File: src/rtl/fetch_stage.sv
// Instruction fetch stage: PC register, IF/ID pipeline register and a RUN/HALT
// controller that stops fetching once an EBREAK reaches decode.
module fetch_stage #(
    parameter logic [31:0] RESET_PC = 32'h0000_0000,
    parameter logic [31:0] TRAP_PC  = 32'h0000_0100
) (
    input  logic        clk,
    input  logic        reset,
    output logic [31:0] pc_f,
    input  logic [31:0] instr_f,
    input  logic        stall_f,
    input  logic        stall_d,
    input  logic        flush_d,
    input  logic        pc_src_e,
    input  logic [31:0] pc_target_e,
    output logic [31:0] instr_d,
    output logic [31:0] pc_d,
    output logic [31:0] pc_plus4_d,
    output logic        valid_d,
    output logic        misalign_err,
    output logic        halted,
    output logic [31:0] fetch_count
);

    localparam logic [31:0] NOP_INSTR    = 32'h0000_0013;
    localparam logic [31:0] EBREAK_INSTR = 32'h0010_0073;

    typedef enum logic {RUN, HALT} state_t;

    state_t      state_q, state_d;
    logic [31:0] pc_f_q, pc_f_d;
    logic [31:0] id_instr_q, id_instr_d;
    logic [31:0] id_pc_q, id_pc_d;
    logic [31:0] id_pc4_q, id_pc4_d;
    logic        id_valid_q, id_valid_d;
    logic        misalign_q, misalign_d;
    logic [31:0] fetch_count_q, fetch_count_d;

    logic [31:0] pc_plus4;
    logic        target_misaligned;

    assign pc_plus4          = pc_f_q + 32'd4;
    assign target_misaligned = pc_src_e && (pc_target_e[1:0] != 2'b00);

    // NOTE: every signal written here gets a default first so no path leaves it
    // unassigned -- that is what keeps this block from inferring latches.
    always_comb begin
        state_d       = state_q;
        pc_f_d        = pc_f_q;
        misalign_d    = 1'b0;
        id_instr_d    = id_instr_q;
        id_pc_d       = id_pc_q;
        id_pc4_d      = id_pc4_q;
        id_valid_d    = id_valid_q;
        fetch_count_d = fetch_count_q;

        if (state_q == RUN) begin
            // A redirect wins over a fetch stall; misaligned targets trap.
            if (pc_src_e) begin
                pc_f_d     = target_misaligned ? TRAP_PC : pc_target_e;
                misalign_d = target_misaligned;
            end else if (!stall_f) begin
                pc_f_d = pc_plus4;
            end

            if (id_valid_q && id_instr_q == EBREAK_INSTR && !flush_d && !pc_src_e)
                state_d = HALT;
        end

        if (flush_d || pc_src_e || (!stall_d && state_q == HALT)) begin
            id_instr_d = NOP_INSTR;
            id_pc_d    = 32'h0;
            id_pc4_d   = 32'h0;
            id_valid_d = 1'b0;
        end else if (!stall_d) begin
            id_instr_d    = instr_f;
            id_pc_d       = pc_f_q;
            id_pc4_d      = pc_plus4;
            id_valid_d    = 1'b1;
            fetch_count_d = fetch_count_q + 32'd1;
        end
    end

    // NOTE: state registers use non-blocking assignments so every register
    // samples the pre-edge values, independent of statement order.
    always_ff @(posedge clk) begin
        if (reset) begin
            state_q       <= RUN;
            pc_f_q        <= RESET_PC;
            id_instr_q    <= NOP_INSTR;
            id_pc_q       <= 32'h0;
            id_pc4_q      <= 32'h0;
            id_valid_q    <= 1'b0;
            misalign_q    <= 1'b0;
            fetch_count_q <= 32'h0;
        end else begin
            state_q       <= state_d;
            pc_f_q        <= pc_f_d;
            id_instr_q    <= id_instr_d;
            id_pc_q       <= id_pc_d;
            id_pc4_q      <= id_pc4_d;
            id_valid_q    <= id_valid_d;
            misalign_q    <= misalign_d;
            fetch_count_q <= fetch_count_d;
        end
    end

    assign pc_f         = pc_f_q;
    assign instr_d      = id_instr_q;
    assign pc_d         = id_pc_q;
    assign pc_plus4_d   = id_pc4_q;
    assign valid_d      = id_valid_q;
    assign misalign_err = misalign_q;
    assign halted       = (state_q == HALT);
    assign fetch_count  = fetch_count_q;

endmodule

File: config.mk
export PLATFORM = sky130hd
export DESIGN_NAME = fetch_stage
export DESIGN_NICKNAME = d
export VERILOG_FILES = /design/src/rtl/fetch_stage.sv
export SDC_FILE = /design/constraint.sdc
export NUM_CORES = 1
export LEC_CHECK = 0
export CAP_MARGIN = 10
export CORE_ASPECT_RATIO = 1.5
export CORE_MARGIN = 10
export CORE_UTILIZATION = 47
export DETAILED_ROUTE_END_ITERATION = 6
export MAX_ROUTING_LAYER = met4
export PLACE_DENSITY = 0.89
export SLEW_MARGIN = 5
export SYNTH_ARGS = -nofsm -noshare
export SYNTH_HDL_FRONTEND = slang
export SYNTH_SLANG_ARGS = --single-unit
File: constraint.sdc
create_clock -name clk -period 3.2 [get_ports clk]
set_input_delay 0.96 -clock clk [delete_from_list [all_inputs] [get_ports clk]]
set_output_delay 0.96 -clock clk [all_outputs]
set_load 0.01 [all_outputs]
# Yosys cells after proc, flatten, opt, wreduce, memory -nomap -nowiden
# Cells that the tools add are included.
[op_classes]
muxes = 5
n_addsub = 2
n_reduce_logical = 15
bitwise_logic = 4
eq_ne = 2
[ops]
columns = ["cell", "count"]
rows = [
  ["$mux W32", 3],
  ["$add A32 B1 Y32 const B", 1],
  ["$add A32 B3 Y32 const B", 1],
  ["$eq A32 B21 Y1 const B", 1],
  ["$logic_and A1 B1 Y1", 5],
  ["$not A1 Y1", 4],
  ["$reduce_and A2 Y1", 2],
  ["$logic_not A1 Y1", 3],
  ["$reduce_or A3 Y1", 1],
  ["$logic_or A1 B1 Y1", 2],
  ["$mux W1", 2],
  ["$ne A2 B1 Y1 const B", 1],
  ["$reduce_bool A2 Y1", 1],
  ["$reduce_or A2 Y1", 1],
]
[word_totals]
reg_bits = 163

# Depth between registers and ports, before layout
# Gate-level depths: netlist of the first run.
[depth]
depth_word = 6
depth_mapped = 8
depth_no_buf = 6

# Worst setup path before layout of the first run
# Ideal clock, no wire load.
[synth_timing]
path_kind = "input -> register"
from = "input port pc_src_e"
to = "register fetch_count_q[30], in the netlist fetch_count[30]"
path_slack_ns = 0.475
setup_time_ns = 0.123
cell_stages = 6
arrival_time_ns = 2.601
required_ns = 3.077
cell_sequence = "buf_6 -> nor4_4 -> nand4_1 -> or3_1 -> nor2_1 -> mux2_1"
[synth_between]
elab_chain_cells = 4
[synth_rtl]
columns = ["element", "line", "text"]
rows = [
  ["start, declared", "14", "input logic pc_src_e,"],
  ["$logic_or A1 B1 Y1 (2 in series)", "70", "if (flush_d || pc_src_e || (!stall_d && state_q == HALT)) begin"],
  ["$not A1 Y1 (no source line)", "--", ""],
  ["$reduce_and A2 Y1 (no source line)", "--", ""],
  ["end signal, assigned", "104", "fetch_count_q <= fetch_count_d;"],
  ["end, declared", "37", "logic [31:0] fetch_count_q, fetch_count_d;"],
]
# No other way between the ends.
# A chain may end at the register's enable or synchronous reset.

# Worst setup path in the final report of the first run
# Ends and elaborated chain as after synthesis.

==> flow_metrics.tcl, run 1 <==
set metrics [dict create \
    synthXorXnorAreaFrac_pct 6.024 \
    power_mw 4.545 \
    synthArstFlopShare_pct 0 \
    via_per_inst 5.599 \
    io_buffers 232 \
    clock.fmax_mhz 379.1 \
    coreArea_um2 15140 \
    synth_edf_count 0 \
    dieArea_um2 20940 \
    cts_max_level 4 \
    synth.most_common_cell "dfxtp_1" \
    max-clock-path-buffers 2 \
    netlist_top_cells_count "dfxtp_1, nor2_1, mux2i_1" \
    wl_met1_um 9215 \
    numCtsBuffers 17 \
    cp_max_fo 3 \
    crit_required_ns 3.51 \
    synth_top_family_by_area "simple AND/OR/NAND/NOR gates" \
    antenna_found_initial 1 \
    cts_tree "built" \
    wl_per_cell_um 19.61 \
    end_kind "flip-flop" \
    hold_path_class "flip-flop to flip-flop" \
    finalWirelength_um 24470 \
    pin_count 233 \
    grt_remaining_overflow 0 \
    relSlewSlack_pct 34.64 \
    synth_fa_ha_area_share_pct 0.3442 \
    mappedNetlistArea_um2 7269 \
    synth-main-ff-cell "dfxtp_1" \
    power_leakage_nw 3.708 \
    setup_tns_ns 0 \
    worstSetupPathType "primary input to flip-flop" \
    cap_violations 0 \
    fillCellCount 1157 \
    areaGrowthSynthToFinish_pct 42.37 \
    gp_congestion 0.9120 \
    drtIter0Drc 533 \
    drive_gt1_share_pct 7.824 \
    ir_drop_mv 0.3193 \
    root_buffer "clkbuf_16" \
    dr.pass1.iters 5 \
    yosysTopAreaCell "dfxtp_1" \
    grt_pass1_wl_um 37050 \
    cts_sinks 161 \
    antenna_left 0 \
    hold_viol 0 \
    via_count 6988 \
    critPathArrivalTime_ns 2.95 \
    ys_warn_count 0 \
    die-width_um 121.5 \
    clkTransAtPathRegs_ns 0.07 \
    status "finished clean" \
    wl_met3_um 2084 \
    cp-start-kind "primary input" \
    synthMuxAreaShare_pct 9.518 \
    grt_pass1_vias 6793 \
    clk_latency_ns 0.42 \
    track_usage_pct 22.99 \
    syn_nets 896 \
    rows 55 \
    grt_max_degree 47 \
    finalClockSkew_ns 0.01285 \
    netlist_instances 824 \
    rsz0062_at_grt "false" \
    cts_resized 0 \
    multiInputGateArea_um2 3730 \
    worst-r2r-setup-slack_ns 0.75 \
    min_period_ns 2.638 \
    top_layer "met4" \
    dr_wl_met2_um 12640 \
    post-cts-setup-buffer-count 0 \
    synth.distinct_cells 64 \
    worstMarginPinSlew_ns 0.9714 \
    holdBufCountCts 0 \
    synth-simple-area-share_pct 23.73 \
    dp_hpwl_um 18330 \
    start_util_pct 48.02 \
    fin_nets 1108 \
    route.detailed.drc 0 \
    synth_compound_area_share_pct 11.53 \
    syn-mean-instance-area_um2 8.822 \
    drv_slew 0 \
    yosysSeqAreaShare_pct 44.34 \
    power_density_nw_per_um2 439.2 \
    synth_top_area_share_pct 44.34 \
    setup_viol 0 \
    ys_ff_latch 161 \
    fin_crit_sh_pct 82.43 \
    die_height_um 172.3 \
    regArea_um2 3223 \
    ys_top_cells_by_area "dfxtp_1, mux2i_1, nor2_1, xnor2_1, a21oi_1" \
]
stage by stage:
step	hold slack, ns	cell area, µm²	worst slack [ns]	instances	utilization (%)
detailed placement	0.4556	9749	0.1137	1216	64.40
floorplan	0.4533	7269	0.4754	824	-
global placement	0.4495	9749	0.1870	1216	64.40
finish	0.4651	10350	0.5624	1248	68.36
CTS	0.4661	10350	0.5470	1247	68.35
global route	0.4834	10350	0.4622	1248	68.36
kinds of logic (layout without fill, tap and decap cells):
group | count (synthesis) | count (layout)
AOI/OAI and AO/OA | 137 | 137
xor gates and xnor gates | 50 | 50
adders and majority gates | 2 | 2
buffers and inverters | 75 | 299
DFF | 161 | 161
muxes | 69 | 69
other | 0 | 1
and+or+nand+nor | 330 | 330
registers in the layout, indices dropped and copies added (netlist names):
name and flops:
pc_f 32, halted 1, pc_plus4_d 30, fetch_count 32, pc_d 32, misalign_err 1, valid_d 1, instr_d 32
placed cells by master (no fill, tap or decap), types with 24 or more instances in the layout:
| master | instances |
|---|---|
| buf_4 | 27 |
| nor4_1 | 24 |
| dfxtp_1 | 161 |
| a21oi_1 | 48 |
| clkdlybuf4s50_1 | 230 |
| xnor2_1 | 38 |
| nand2_1 | 43 |
| mux2i_1 | 68 |
| o21ai_0 | 34 |
| nor2_1 | 133 |
worst max-delay path, stage by stage:
cell             delay, ns
clkdlybuf4s50_1       0.46
nor4_4                0.45
nand4_1               0.21
or3_1                 0.42
nor2_1                0.12
mux2_1                0.32
per-layer routing:
layer	track usage, %	vias up
met4	8.008	0
li1	-	3346
met5	-	-
met3	6.266	29
met1	24.31	3322
met2	40.31	291
area by class of cell:
class / instances / area share [%]
Clock buffer: 17 / 4.110
Clock inverter: 14 / 1.668
Tap cell: 199 / 2.406
Antenna cell: 1 / 0.02418
Multi-Input combinational cell: 588 / 36.04
Inverter: 10 / 0.3627
Sequential cell: 161 / 31.14
Timing Repair Buffer: 258 / 24.25
path summary, 6_finish.rpt:
path | from | endpoint | cells after the start
hold reg to reg | pc_plus4_d[7] | pc_plus4_d[7] | 2
hold / removal | pc_plus4_d[7] | pc_plus4_d[7] | 2
setup / recovery | pc_src_e | fetch_count[30] | 6
setup reg to reg | pc_f[2] | pc_f[26] | 6
power breakdown:
| part | internal (mW) | switching (mW) |
|---|---|---|
| sequential | 2.03 | 0.0436 |
| combinational | 0.207 | 0.195 |
| clock | 1.17 | 0.891 |
| total | 3.42 | 1.13 |
Power figures use the tool's default switching activity.
==> run 2, diff against run 1 <==
==> constraint.sdc (replaced) <==
create_clock -name clk -period 2.59 [get_ports clk]
set_input_delay 0.777 -clock clk [delete_from_list [all_inputs] [get_ports clk]]
set_output_delay 0.777 -clock clk [all_outputs]
set_load 0.01 [all_outputs]
==> run 2 against run 1 <==
- clock skew fell by 0.0026 ns
- combinational power rose by 36%
- critical path depth fell by 5
- via count rose by 2.7%
- flip-flop and latch count did not move
- final cell count rose by 2.3%
- register-to-register slack got worse by 0.41 ns
- sequential share of layout area fell by 0.74 points
- critical endpoint is now halted
- largest cell class unchanged
- highest routed layer unchanged
==> flow_metrics.tcl, run 2 (synthesis results as in run 1) <==
set metrics [dict create \
    status "finished clean" \
    end_kind "primary output" \
    ir_drop_mv 0.4215 \
    power_leakage_nw 3.868 \
    antenna_found_initial 0 \
    hold_path_class "flip-flop to flip-flop" \
    rsz0062_at_grt "false" \
    clkTransAtPathRegs_ns 0.07 \
    root_buffer "clkbuf_16" \
    cp_max_fo 9 \
    track_usage_pct 23.36 \
    relSlewSlack_pct 39.93 \
    max-clock-path-buffers 2 \
    fin_crit_sh_pct 93.30 \
    critPathArrivalTime_ns 1.64 \
    via_per_inst 5.620 \
    coreArea_um2 15140 \
    slowest_stage "clkdlybuf4s50_1" \
    dp_cells 1245 \
    cap_violations 0 \
    cts_tree "built" \
    setup_viol 0 \
    grt_pass1_wl_um 38030 \
    final_cell_mix "clkdlybuf4s50_1, dfxtp_1, nor2_1" \
    whs_ns 0.4634 \
    critical_path_buf_inv_count 1 \
    die-width_um 121.5 \
    grt_remaining_overflow 0 \
    dieArea_um2 20940 \
    fin_nets 1137 \
    clock.fmax_mhz 413.8 \
    finalClockSkew_ns 0.01024 \
    via_count 7177 \
    cp-start-kind "flip-flop" \
    post-cts-setup-buffer-count 0 \
    diodes 0 \
    cts_resized 0 \
    io_buffers 232 \
    dp_hpwl_um 18510 \
    drtIter0Drc 490 \
    instances_no_fill 1277 \
    holdBufCountCts 0 \
    drive_gt1_share_pct 10.30 \
    worstPathCellList "clkdlybuf4s50_1" \
    setup_tns_ns 0 \
    cp_top_family "buffers and inverters" \
    drv_slew 0 \
    rows 55 \
    start_util_pct 48.02 \
    pin_count 233 \
    cts_sinks 161 \
    gp_congestion 0.9203 \
    cpPeakStageDelay_ns 0.64 \
    areaGrowthSynthToFinish_pct 45.82 \
    clk_latency_ns 0.42 \
    wl_per_cell_um 19.48 \
    numCtsBuffers 17 \
    finalWirelength_um 24880 \
    grt_pass1_vias 7099 \
    power_density_nw_per_um2 524.8 \
    crit_required_ns 1.81 \
    grt_max_degree 83 \
    layout_commonest_cell "clkdlybuf4s50_1" \
    route.detailed.drc 0 \
    min_period_ns 2.416 \
    hold_viol 0 \
    worstMarginPinSlew_ns 0.8929 \
    die_height_um 172.3 \
    antenna_left 0 \
    worstSetupPathType "flip-flop to primary output" \
    cts_max_level 4 \
    dr.pass1.iters 5 \
]
[run 2: path summary, 6_finish.rpt]
path	startpoint	depth (start not counted)	slack [ns]	to
setup / recovery	halted	1	0.17	halted
hold / removal	pc_plus4_d[7]	2	0.46	pc_plus4_d[7]
setup reg to reg	pc_f[12]	5	0.34	pc_plus4_d[21]
hold reg to reg	pc_plus4_d[7]	2	0.46	pc_plus4_d[7]
[run 2: where the power goes]
group | internal, mW | switching (mW)
clock network | 1.36 | 1.11
registers | 2.51 | 0.0385
logic | 0.283 | 0.263
[run 2: area by class of cell]
| cell class | instances | area, µm² |
|---|---|---|
| clock buffers | 18 | 429.2 |
| clock inverters | 14 | 153.9 |
| fillers | 1116 | 4539 |
| inverters | 10 | 37.54 |
| multi-input cells | 588 | 3730 |
| flip-flops and latches | 161 | 3223 |
| well taps | 199 | 249.0 |
| repair buffers | 287 | 2778 |
[run 2: worst register-to-register path, stage by stage, from the launching register on]
cell	delay [ns]
dfxtp_1	0.48
nand4_2	0.16
or4_1	0.76
nor3_1	0.41
mux2i_1	0.23
o211a_1	0.15
[run 2: metal layers]
metal / up-vias / global-route usage, % / routed length [µm]
li1: 3397 / - / -
met1: 3404 / 24.80 / 9408
met2: 319 / 40.45 / 12610
met3: 57 / 6.560 / 2104
met4: 0 / 8.684 / 760
met5: - / - / 0
[run 2: per-stage QoR]
stage	util, %	power, mW	setup WS, ns	instance area, µm²
finish	70.02	5.563	0.1735	10600
global route	70.02	5.733	0.1032	10600
global placement	66.17	3.139	-0.1254	10020
detailed placement	66.17	3.147	-0.1610	10020
CTS	70.02	5.589	0.1424	10600
floorplan	-	2.847	0.04841	7269
==> run 3, diff against run 2 <==
--- a/config.mk
+++ b/config.mk
@@ -8,11 +8,10 @@
 export CAP_MARGIN = 10
 export CORE_ASPECT_RATIO = 1.5
 export CORE_MARGIN = 10
-export CORE_UTILIZATION = 47
+export CORE_UTILIZATION = 25
 export DETAILED_ROUTE_END_ITERATION = 6
 export MAX_ROUTING_LAYER = met4
-export PLACE_DENSITY = 0.89
-export SLEW_MARGIN = 5
+export PLACE_DENSITY = 0.57
 export SYNTH_ARGS = -nofsm -noshare
 export SYNTH_HDL_FRONTEND = slang
 export SYNTH_SLANG_ARGS = --single-unit
==> run 3 against run 2 <==
- clock-buffer cell count up 4
- fmax down 1.2%
- non-clock buffer count up 7
- die area up 74%
- clock power up 3%
- critical path depth unchanged
- worst hold slack better by 0.0023 ns
- critical endpoint unchanged
- wire length up 11%
- highest routed layer unchanged
- total power up 1.4%
- largest power group unchanged
- sequential power about the same
- cell area up 2.8%
==> flow_metrics.tcl, run 3 (synthesis results as in run 1) <==
set metrics [dict create \
    pwr-share-seq_pct 45.2 \
    rsz0062_at_grt "false" \
    worstSetupPathType "flip-flop to primary output" \
    cts_sinks 161 \
    drive_gt1_share_pct 10.61 \
    dieArea_um2 36440 \
    final_cell_mix "clkdlybuf4s50_1, dfxtp_1, nor2_1" \
    setup_ws_ns 0.1442 \
    areaGrowthSynthToFinish_pct 49.95 \
    layout_commonest_cell "clkdlybuf4s50_1" \
    root_buffer "clkbuf_16" \
    worstSetupStartpoint "halted" \
    route.detailed.drc 0 \
    drv_slew 0 \
    reg2reg_from "pc_f[13]" \
    track_usage_pct 15.24 \
    ir_drop_mv 0.4841 \
    grt_pass1_vias 7024 \
    antenna_left 0 \
    via_count 7011 \
    fin_nets 1144 \
    die_height_um 228.8 \
    start_util_pct 25.31 \
    clkTransAtPathRegs_ns 0.06 \
    clock.fmax_mhz 408.9 \
    numCtsBuffers 17 \
    cts_max_level 4 \
    internal_power_mw 4.267 \
    rr_worst_depth 6 \
    hold_path_class "flip-flop to flip-flop" \
    whs_ns 0.4657 \
    critPathArrivalTime_ns 1.67 \
    worstPathCellList "clkdlybuf4s50_1" \
    finalWirelength_um 27660 \
    path_depth 1 \
    hold_viol 0 \
    pin_count 233 \
    place_area_um2 10320 \
    relSlewSlack_pct 42.77 \
    io_buffers 232 \
    power_leakage_nw 3.906 \
    stdcell_area_um2 10900 \
    fin_crit_sh_pct 94.43 \
    cap_violations 0 \
    dr.pass1.iters 5 \
    slowest_stage "clkdlybuf4s50_1" \
    wl_per_cell_um 18.73 \
    grt_pass1_wl_um 42270 \
    rows 76 \
    via_per_inst 4.747 \
    grt_max_degree 68 \
    p_clk_share_pct 44.8 \
    worstMarginPinSlew_ns 0.8585 \
    cp_top_family "buffers and inverters" \
    p_sw_mw 1.374 \
    grt_remaining_overflow 0 \
    setup_tns_ns 0 \
    drtIter0Drc 268 \
    dp_slack_ns -0.2540 \
    r2r-end "pc_plus4_d[21]" \
    end_kind "primary output" \
    worst-r2r-setup-slack_ns 0.28 \
    post-cts-setup-buffer-count 0 \
    dp_hpwl_um 20880 \
    cts_tree "built" \
    holdBufCountCts 0 \
    gp_congestion 0.8467 \
    cp_max_fo 9 \
    cpPeakStageDelay_ns 0.64 \
    power_frac_comb_pct 10.0 \
    coreArea_um2 28720 \
    cp-endpoint "halted" \
    swShare_pct 24.35 \
    status "finished clean" \
    cp-start-kind "flip-flop" \
    power_density_nw_per_um2 517.5 \
    antenna_found_initial 2 \
    critical_path_buf_inv_count 1 \
    die-width_um 159.2 \
    cts_resized 0 \
    clk_latency_ns 0.44 \
    finalClockSkew_ns 0.009489 \
    max-clock-path-buffers 2 \
    setup_viol 0 \
    crit_required_ns 1.81 \
    min_period_ns 2.446 \
]
## run 3: power by group through the flow
stage	clock (mW)	sequential, mW	combinational (mW)
3_3_place_gp	0	2.60	0.568
3_5_place_dp	0	2.61	0.571
6_report	2.53	2.55	0.566
2_1_floorplan	0	2.62	0.226
5_1_grt	2.70	2.55	0.609
4_1_cts	2.62	2.55	0.573
## run 3: routing by layer
metal / up-vias / track usage [%] / wire length (µm) / part of all wire, %
li1: 3414 / - / - / -
met1: 3333 / 17.00 / 11660 / 42
met2: 229 / 25.13 / 13530 / 49
met3: 35 / 4.776 / 1838 / 6.6
met4: 0 / 5.575 / 629 / 2.3
met5: - / - / 0 / 0
## run 3: layout make-up
type	instances	area [µm²]
multi-input combinational	588	3730
tap	390	488.0
clock inverter	9	107.6
sequential	161	3223
inverter	10	37.54
antenna	3	7.507
clock buffer	22	464.2
fill	2969	17820
timing repair buffer	294	2843
## run 3: worst min-delay path: cells and delay by family, from the launching register on
family	cells	cell delay (ns)
AOI/OAI and AO/OA	1	0.05
DFF	1	0.31
and+or+nand+nor	1	0.06
## run 3: worst min-delay path by stage
stage                  start       endpoint  slack (ns)  cells after the start
2_1_floorplan        pc_f[0]        pc_f[0]        0.45                      1
3_3_place_gp   pc_plus4_d[4]  pc_plus4_d[4]        0.45                      2
3_5_place_dp   pc_plus4_d[7]  pc_plus4_d[7]        0.46                      2
4_1_cts        pc_plus4_d[7]  pc_plus4_d[7]        0.47                      2
5_1_grt        pc_plus4_d[7]  pc_plus4_d[7]        0.49                      2
6_report       pc_plus4_d[7]  pc_plus4_d[7]        0.47                      2
## run 3: through the flow
stage | cells | total power, mW | util, %
after floorplan | 824 | 2.847 | -
after global placement | 1443 | 3.173 | 35.94
after detailed placement | 1443 | 3.176 | 35.94
after CTS | 1474 | 5.746 | 37.93
after global routing | 1476 | 5.862 | 37.95
final | 1477 | 5.641 | 37.96
